File: src/rtl/div_pkg.sv
// Shared encodings and sizing helpers for the restoring divider sequencer.
package div_pkg;

    typedef enum logic [1:0] {
        IDLE = 2'd0,
        RUN  = 2'd1,
        DONE = 2'd2
    } div_state_t;

    // Step counter must hold the value nBit itself.
    function automatic int unsigned cnt_width(input int unsigned n);
        return $clog2(n + 1);
    endfunction

endpackage

File: src/rtl/div_sequencer_if.sv
// Operand/result handshake bundle between a requester and div_sequencer.
interface div_sequencer_if #(
    parameter int unsigned nBit = 16
);
    logic            start;
    logic [nBit-1:0] dividend;
    logic [nBit-1:0] divisor;
    logic            busy;
    logic            done;
    logic [nBit-1:0] quotient;
    logic [nBit-1:0] remainder;
    logic            div_zero;

    modport master (
        output start, dividend, divisor,
        input  busy, done, quotient, remainder, div_zero
    );

    modport slave (
        input  start, dividend, divisor,
        output busy, done, quotient, remainder, div_zero
    );
endinterface

File: src/rtl/div_step.sv
// One restoring-division iteration: shift {R,Q} left, trial-subtract D, keep or restore.
module div_step #(
    parameter int unsigned nBit = 16
) (
    input  logic [nBit:0]   r,
    input  logic [nBit-1:0] q,
    input  logic [nBit-1:0] d,
    output logic [nBit:0]   r_next,
    output logic [nBit-1:0] q_next
);

    logic [nBit:0]   r_sh;
    logic [nBit-1:0] q_sh;
    logic [nBit:0]   trial;

    always_comb begin
        {r_sh, q_sh} = {r, q} << 1;
        trial        = r_sh - {1'b0, d};
        if (!trial[nBit]) begin
            r_next = trial;
            q_next = {q_sh[nBit-1:1], 1'b1};
        end else begin
            r_next = r_sh;
            q_next = {q_sh[nBit-1:1], 1'b0};
        end
    end

endmodule

File: src/rtl/div_sequencer.sv
// Iterative restoring divider sequencer, falling-edge clocked, one step per cycle.
// Define DIV_ZERO_CHECK_EN to short-circuit a zero divisor straight to DONE.
module div_sequencer
    import div_pkg::*;
#(
    parameter int unsigned nBit = 16
) (
    input logic            clk,
    input logic            clr_n,
    div_sequencer_if.slave bus
);

    localparam int unsigned CW = cnt_width(nBit);

    div_state_t      state, state_nx;
    logic [nBit:0]   r_q, r_nx;
    logic [nBit-1:0] q_q, q_nx;
    logic [nBit-1:0] d_q, d_nx;
    logic [CW-1:0]   cnt_q, cnt_nx;
    logic [nBit-1:0] quo_q, quo_nx;
    logic [nBit-1:0] rem_q, rem_nx;
    logic            dz_q, dz_nx;
    logic            done_q, done_nx;
    logic            busy_q, busy_nx;

    logic [nBit:0]   step_r;
    logic [nBit-1:0] step_q;

    div_step #(.nBit(nBit)) u_step (
        .r      (r_q),
        .q      (q_q),
        .d      (d_q),
        .r_next (step_r),
        .q_next (step_q)
    );

    // State and datapath registers, updated on the downstream shift-register edge.
    always_ff @(negedge clk or negedge clr_n) begin
        if (!clr_n) begin
            state  <= IDLE;
            r_q    <= '0;
            q_q    <= '0;
            d_q    <= '0;
            cnt_q  <= '0;
            quo_q  <= '0;
            rem_q  <= '0;
            dz_q   <= 1'b0;
            done_q <= 1'b0;
            busy_q <= 1'b0;
        end else begin
            state  <= state_nx;
            r_q    <= r_nx;
            q_q    <= q_nx;
            d_q    <= d_nx;
            cnt_q  <= cnt_nx;
            quo_q  <= quo_nx;
            rem_q  <= rem_nx;
            dz_q   <= dz_nx;
            done_q <= done_nx;
            busy_q <= busy_nx;
        end
    end

    // Next-state and next-register logic.
    always_comb begin
        state_nx = state;
        r_nx     = r_q;
        q_nx     = q_q;
        d_nx     = d_q;
        cnt_nx   = cnt_q;
        quo_nx   = quo_q;
        rem_nx   = rem_q;
        dz_nx    = dz_q;
        done_nx  = 1'b0;

        case (state)
            IDLE: begin
                if (bus.start) begin
                    q_nx     = bus.dividend;
                    d_nx     = bus.divisor;
                    r_nx     = '0;
                    cnt_nx   = CW'(nBit);
                    quo_nx   = '0;
                    rem_nx   = '0;
                    dz_nx    = 1'b0;
                    state_nx = RUN;
`ifdef DIV_ZERO_CHECK_EN
                    // Preload the zero-divisor answer; one dwell cycle in DONE keeps latency at 2.
                    if (bus.divisor == '0) begin
                        r_nx     = {1'b0, bus.dividend};
                        q_nx     = '1;
                        cnt_nx   = CW'(1);
                        state_nx = DONE;
                    end
`endif
                end
            end
            RUN: begin
                r_nx   = step_r;
                q_nx   = step_q;
                cnt_nx = cnt_q - CW'(1);
                if (cnt_q == CW'(1)) begin
                    state_nx = DONE;
                end
            end
            DONE: begin
                if (cnt_q != '0) begin
                    cnt_nx = cnt_q - CW'(1);
                end else begin
                    quo_nx   = q_q;
                    rem_nx   = r_q[nBit-1:0];
                    done_nx  = 1'b1;
                    state_nx = IDLE;
`ifdef DIV_ZERO_CHECK_EN
                    dz_nx    = (d_q == '0);
`endif
                end
            end
            default: begin
                state_nx = IDLE;
            end
        endcase

        busy_nx = (state_nx != IDLE);
    end

    assign bus.busy      = busy_q;
    assign bus.done      = done_q;
    assign bus.quotient  = quo_q;
    assign bus.remainder = rem_q;
`ifdef DIV_ZERO_CHECK_EN
    assign bus.div_zero  = dz_q;
`else
    assign bus.div_zero  = 1'b0;
`endif

endmodule
File: src/flat_wrapper.sv
// flat-port wrapper written by rule: the top's interface ports become plain ports
module div_sequencer_flat import div_pkg::*;
#(
    parameter int unsigned nBit = 16
)
  (clk, clr_n, bus_start, bus_dividend, bus_divisor, bus_busy, bus_done, bus_quotient, bus_remainder, bus_div_zero);
  div_sequencer_if #(.nBit(nBit)) bus_i ();
  input logic clk;
  input logic clr_n;
  input wire logic [$bits(bus_i.start)-1:0] bus_start;
  input wire logic [$bits(bus_i.dividend)-1:0] bus_dividend;
  input wire logic [$bits(bus_i.divisor)-1:0] bus_divisor;
  output wire logic [$bits(bus_i.busy)-1:0] bus_busy;
  output wire logic [$bits(bus_i.done)-1:0] bus_done;
  output wire logic [$bits(bus_i.quotient)-1:0] bus_quotient;
  output wire logic [$bits(bus_i.remainder)-1:0] bus_remainder;
  output wire logic [$bits(bus_i.div_zero)-1:0] bus_div_zero;
  assign bus_i.start = bus_start;
  assign bus_i.dividend = bus_dividend;
  assign bus_i.divisor = bus_divisor;
  assign bus_busy = bus_i.busy;
  assign bus_done = bus_i.done;
  assign bus_quotient = bus_i.quotient;
  assign bus_remainder = bus_i.remainder;
  assign bus_div_zero = bus_i.div_zero;
  div_sequencer #(.nBit(nBit)) u_core (.clk(clk), .clr_n(clr_n), .bus(bus_i));
endmodule
File: config.mk
export PLATFORM = sky130hd
export DESIGN_NAME = div_sequencer_flat
export DESIGN_NICKNAME = d
export VERILOG_FILES = /design/src/rtl/div_pkg.sv /design/src/rtl/div_sequencer_if.sv /design/src/rtl/div_step.sv /design/src/rtl/div_sequencer.sv /design/src/flat_wrapper.sv
export SDC_FILE = /design/constraint.sdc
export NUM_CORES = 1
export LEC_CHECK = 0
export CAP_MARGIN = 25
export CORE_AREA = 8 8 106 108
export DETAILED_ROUTE_END_ITERATION = 6
export DIE_AREA = 0 0 114 116
export PLACE_DENSITY = 0.78
export SLEW_MARGIN = 20
export SYNTH_ARGS = -nofsm -noshare
export SYNTH_HDL_FRONTEND = slang
export SYNTH_SLANG_ARGS = --single-unit
File: constraint.sdc
create_clock -name clk -period 4.1 [get_ports clk]
set_input_delay 1.23 -clock clk [delete_from_list [all_inputs] [get_ports clk]]
set_output_delay 1.23 -clock clk [all_outputs]
set_load 0.01 [all_outputs]
==> summary.json <==
{
  "global_route": {
    "met2_track_demand_over_resource": 0.314,
    "total_global_routing_overflow": 0,
    "groute.layer.met3.usage": 0.0417,
    "grt_start_max_net_pins": 32,
    "globalRoute.busiestLayer": "met2",
    "first_global_vias": 4026,
    "grt_antenna_before_repair": 0,
    "grt_use_met1": 0.228,
    "grt_first_pass_wirelength_um": 19600,
    "grt.total_usage": 0.187
  },
  "logic_synthesis": {
    "netlist_instances": 443,
    "yosys.area.top_type_share": 0.477,
    "synth-compound-area-share": 0.203,
    "yosys_most_used_dff": "sky130_fd_sc_hd__dfrtn_1",
    "synth-adder-area-share": 0.0659,
    "synthTopCellsByCount": "sky130_fd_sc_hd__dfrtn_1 (89), sky130_fd_sc_hd__nand2_1 (48), sky130_fd_sc_hd__a22o_1 (34), sky130_fd_sc_hd__o21ai_0 (31), sky130_fd_sc_hd__inv_1 (30)",
    "synth_most_common_cell": "sky130_fd_sc_hd__dfrtn_1",
    "netlist-cell-type-count": 61,
    "async_reset_ff_frac": 1.00,
    "synth_enable_flop_cells": 0,
    "synth_fp_nets": 502,
    "muxShareOfSynthArea": 0.0771,
    "mappedNetlistArea_um2": 4670,
    "syn-mean-instance-area_um2": 10.5,
    "netlist.top_cell.by_area": "sky130_fd_sc_hd__dfrtn_1",
    "synth_xor_xnor_area_share": 0.0225,
    "synth_seq_cells": 89,
    "combinational_family_with_the_most_area_after_synthesis": "compound AO/OA/AOI/OAI gates",
    "synth_sequential_area_ratio": 0.477,
    "ys.warnings.count": 0,
    "post_synth_and_or_nand_nor_area_fraction": 0.110,
    "post_synth_main_area_contributors": "sky130_fd_sc_hd__dfrtn_1 (48%), sky130_fd_sc_hd__a22o_1 (6.4%), sky130_fd_sc_hd__ha_1 (6.2%), sky130_fd_sc_hd__mux2i_1 (3.9%), sky130_fd_sc_hd__mux2_2 (3.9%)"
  },
  "clocking": {
    "tritoncts_clock_tree": "yes",
    "cts.sinks": 89,
    "cts_max_level": 3,
    "clockBufferDepth": 2,
    "cts_clk_pin_slew_worst_paths_ps": 60,
    "clk_root_buffer_cell": "sky130_fd_sc_hd__clkbuf_8",
    "cts_buffers": 9,
    "clkLatencyLatePin_ps": 350
  },
  "setup_path": {
    "crit_path_slowest_cell": "sky130_fd_sc_hd__dfrtn_1",
    "worstPathCellList": "buf_6",
    "r2r_setup_slack_ps": 1060,
    "crit_path_start_kind": "flop",
    "worst_path_dominant_cell_family": "flip-flops",
    "worstRegToRegCells": 10,
    "crit_required_ps": 2870,
    "r2r_end": "u_core.r_q[14]$_DFFE_NN0P_",
    "critical-path-max-stage-delay_ps": 470,
    "maximum_net_fanout_on_the_critical_path": 2,
    "path_class": "reg2out",
    "worstReg2RegStart": "u_core.q_q[15]$_DFFE_NN0P_",
    "critical_path_arrival_ps": 2980,
    "end_kind": "output pin",
    "number_of_buffers_and_inverters_on_the_critical_path": 1
  },
  "power_and_ir_drop": {
    "power.ir.vdd_worst_mv": 0.290,
    "intPower_mw": 2.22,
    "switchingPower_mw": 1.58,
    "static-leakage-power_nw": 3.05,
    "p_clk_frac": 0.158,
    "switching_share": 0.416,
    "p_total_mw": 3.80,
    "power_per_cell_area_nw_per_um2": 609,
    "sequentialPowerShare": 0.343,
    "share_comb_of_total_power": 0.499
  },
  "hold_path": {
    "min_to": "u_core.d_q[12]$_DFFE_NN0P_",
    "hold-path-cell-count": 1,
    "hp-class": "reg2reg",
    "timing.hold.worst.start": "u_core.d_q[12]$_DFFE_NN0P_"
  },
  "cells_and_area": {
    "layout.core_utilization": 0.654,
    "final_net_count": 633,
    "postLayoutCellArea_um2": 6250,
    "syn2layout_area_growth_pct": 33.7,
    "antenna_cells": 0,
    "final_layout_size_suffix_gt1_frac": 0.283,
    "fillers": 771
  },
  "timing": {
    "tightest_slew_ps": 1020,
    "finClkSkew_ps": 5.47,
    "timing.final.setup_violations": 35,
    "setup_slack_ps": -111,
    "rsz_0062_raised_after_global_routing": "true",
    "maxSlewViolCount": 0,
    "finalHoldViolCount": 0,
    "max-slew-margin-rel": 0.301
  },
  "routing": {
    "vias": 3908,
    "detail_route.vias_per_cell": 5.49,
    "wl_um": 12200,
    "detail_route.first_pass.iterations": 5,
    "routed_wire_length_per_instance_um": 17.1,
    "drt_drc_violations_left": 0,
    "drtAntennaViolNets": 0,
    "detail_route.iter0.violations": 183
  },
  "run_status": {
    "failed_checks": "negative setup slack",
    "outcome": "finished, violations left"
  },
  "floorplanning": {
    "placeableCoreArea_um2": 9550,
    "die_h_um": 116,
    "dieWidth_um": 114,
    "rows": 36,
    "start_util": 0.489,
    "die_area_um2": 13200,
    "design.portCount": 70
  },
  "placement": {
    "placement.io_buffers": 68,
    "post-dp-hpwl_um": 8390,
    "detailedPlace.worstSlack_ps": -761,
    "dpl_cell_area_um2": 5810,
    "gp_congestion": 0.907
  },
  "run": {
    "maxCapViolCount": 0
  }
}
## through the flow
stage / hold slack [ps] / cells / setup TNS, ps
global placement: 447 / 663 / -63520
global route: 468 / 712 / -3940
detailed placement: 454 / 663 / -64560
finish: 450 / 712 / -2850
CTS: 455 / 698 / -3140
floorplan: 425 / 443 / -3050
## kinds of logic after synthesis
| family | Yosys count |
|---|---|
| XOR/XNOR | 12 |
| AND/OR/NAND/NOR | 104 |
| multiplexers | 34 |
| buffers and inverters | 51 |
| adder cells (fa/ha/maj) | 24 |
| AO/OA/AOI/OAI | 128 |
| flip-flops | 89 |
| other | 1 |
## power groups by stage
stage               logic, mW  registers (mW)  clock network (mW)
global route             2.12            1.33               0.649
floorplan                1.35            1.26                   0
detailed placement       1.76            1.31                   0
global placement         1.71            1.30                   0
CTS                      1.82            1.29               0.613
finish                   1.90            1.30               0.601
## per-layer routing
layer | vias to the layer above | wire, um
li1 | 1872 | -
met1 | 1898 | 5200
met2 | 116 | 6070
met3 | 22 | 648
met4 | 0 | 286
met5 | - | 0
## how the worst max path moves through the flow
stage	depth (start not counted)	slack (ps)	start	end
after floorplan	4	-150	bus_start	u_core.r_q[12]$_DFFE_NN0P_
after global placement	6	-740	bus_start	u_core.cnt_q[2]$_DFFE_NN0P_
after detailed placement	6	-760	bus_start	u_core.cnt_q[2]$_DFFE_NN0P_
after CTS	1	-120	u_core.bus.remainder[5]$_DFFE_NN0P_	bus_remainder[5]
after global routing	1	-150	u_core.bus.quotient[5]$_DFFE_NN0P_	bus_quotient[5]
final	1	-110	u_core.bus.remainder[15]$_DFFE_NN0P_	bus_remainder[15]
## sequential cells by signal, indices dropped and copies added, names as in the netlist
signal                flops
u_core.bus.busy           1
u_core.r_q               16
u_core.bus.quotient      16
u_core.bus.done           1
u_core.q_q               16
u_core.cnt_q              5
u_core.bus.remainder     16
u_core.state              2
u_core.d_q               16
## final cells by class
type	instances	area, um2	area share
tap	133	166	0.0266
inverter	31	116	0.0186
sequential	89	2230	0.357
clock inverter	7	72.6	0.0116
clock buffer	9	124	0.0198
timing repair buffer	140	1220	0.196
multi-input combinational	303	2320	0.371
## cell usage in the layout, fill, tap and decap left out, types with 3 or more instances in the layout
master / count
sky130_fd_sc_hd__clkdlybuf4s50_1: 32
sky130_fd_sc_hd__o21ai_0: 31
sky130_fd_sc_hd__mux2_2: 16
sky130_fd_sc_hd__a22o_1: 34
sky130_fd_sc_hd__o221ai_1: 9
sky130_fd_sc_hd__clkinvlp_4: 3
sky130_fd_sc_hd__dfrtn_1: 89
sky130_fd_sc_hd__a221o_1: 5
sky130_fd_sc_hd__and2_1: 7
sky130_fd_sc_hd__xor2_1: 6
sky130_fd_sc_hd__a21oi_1: 16
sky130_fd_sc_hd__nand2b_1: 4
sky130_fd_sc_hd__nor3_1: 5
sky130_fd_sc_hd__o21ai_1: 3
sky130_fd_sc_hd__buf_2: 25
sky130_fd_sc_hd__clkbuf_8: 9
sky130_fd_sc_hd__buf_4: 63
sky130_fd_sc_hd__xnor2_1: 6
sky130_fd_sc_hd__buf_12: 5
sky130_fd_sc_hd__ha_1: 23
sky130_fd_sc_hd__inv_8: 3
sky130_fd_sc_hd__mux2i_1: 17
sky130_fd_sc_hd__inv_1: 30
sky130_fd_sc_hd__buf_6: 12
sky130_fd_sc_hd__nand2_1: 47
sky130_fd_sc_hd__nor2_1: 10
sky130_fd_sc_hd__nand3_1: 6
## repair_timing
item                       4_1_cts  5_1_grt
buffers inserted                18       13
hold buffers                     0        0
resized for setup              149       17
setup endpoints to repair      121       60
gates cloned                     1        1
pin swaps                        1        3
Power figures use the tool's default switching activity.
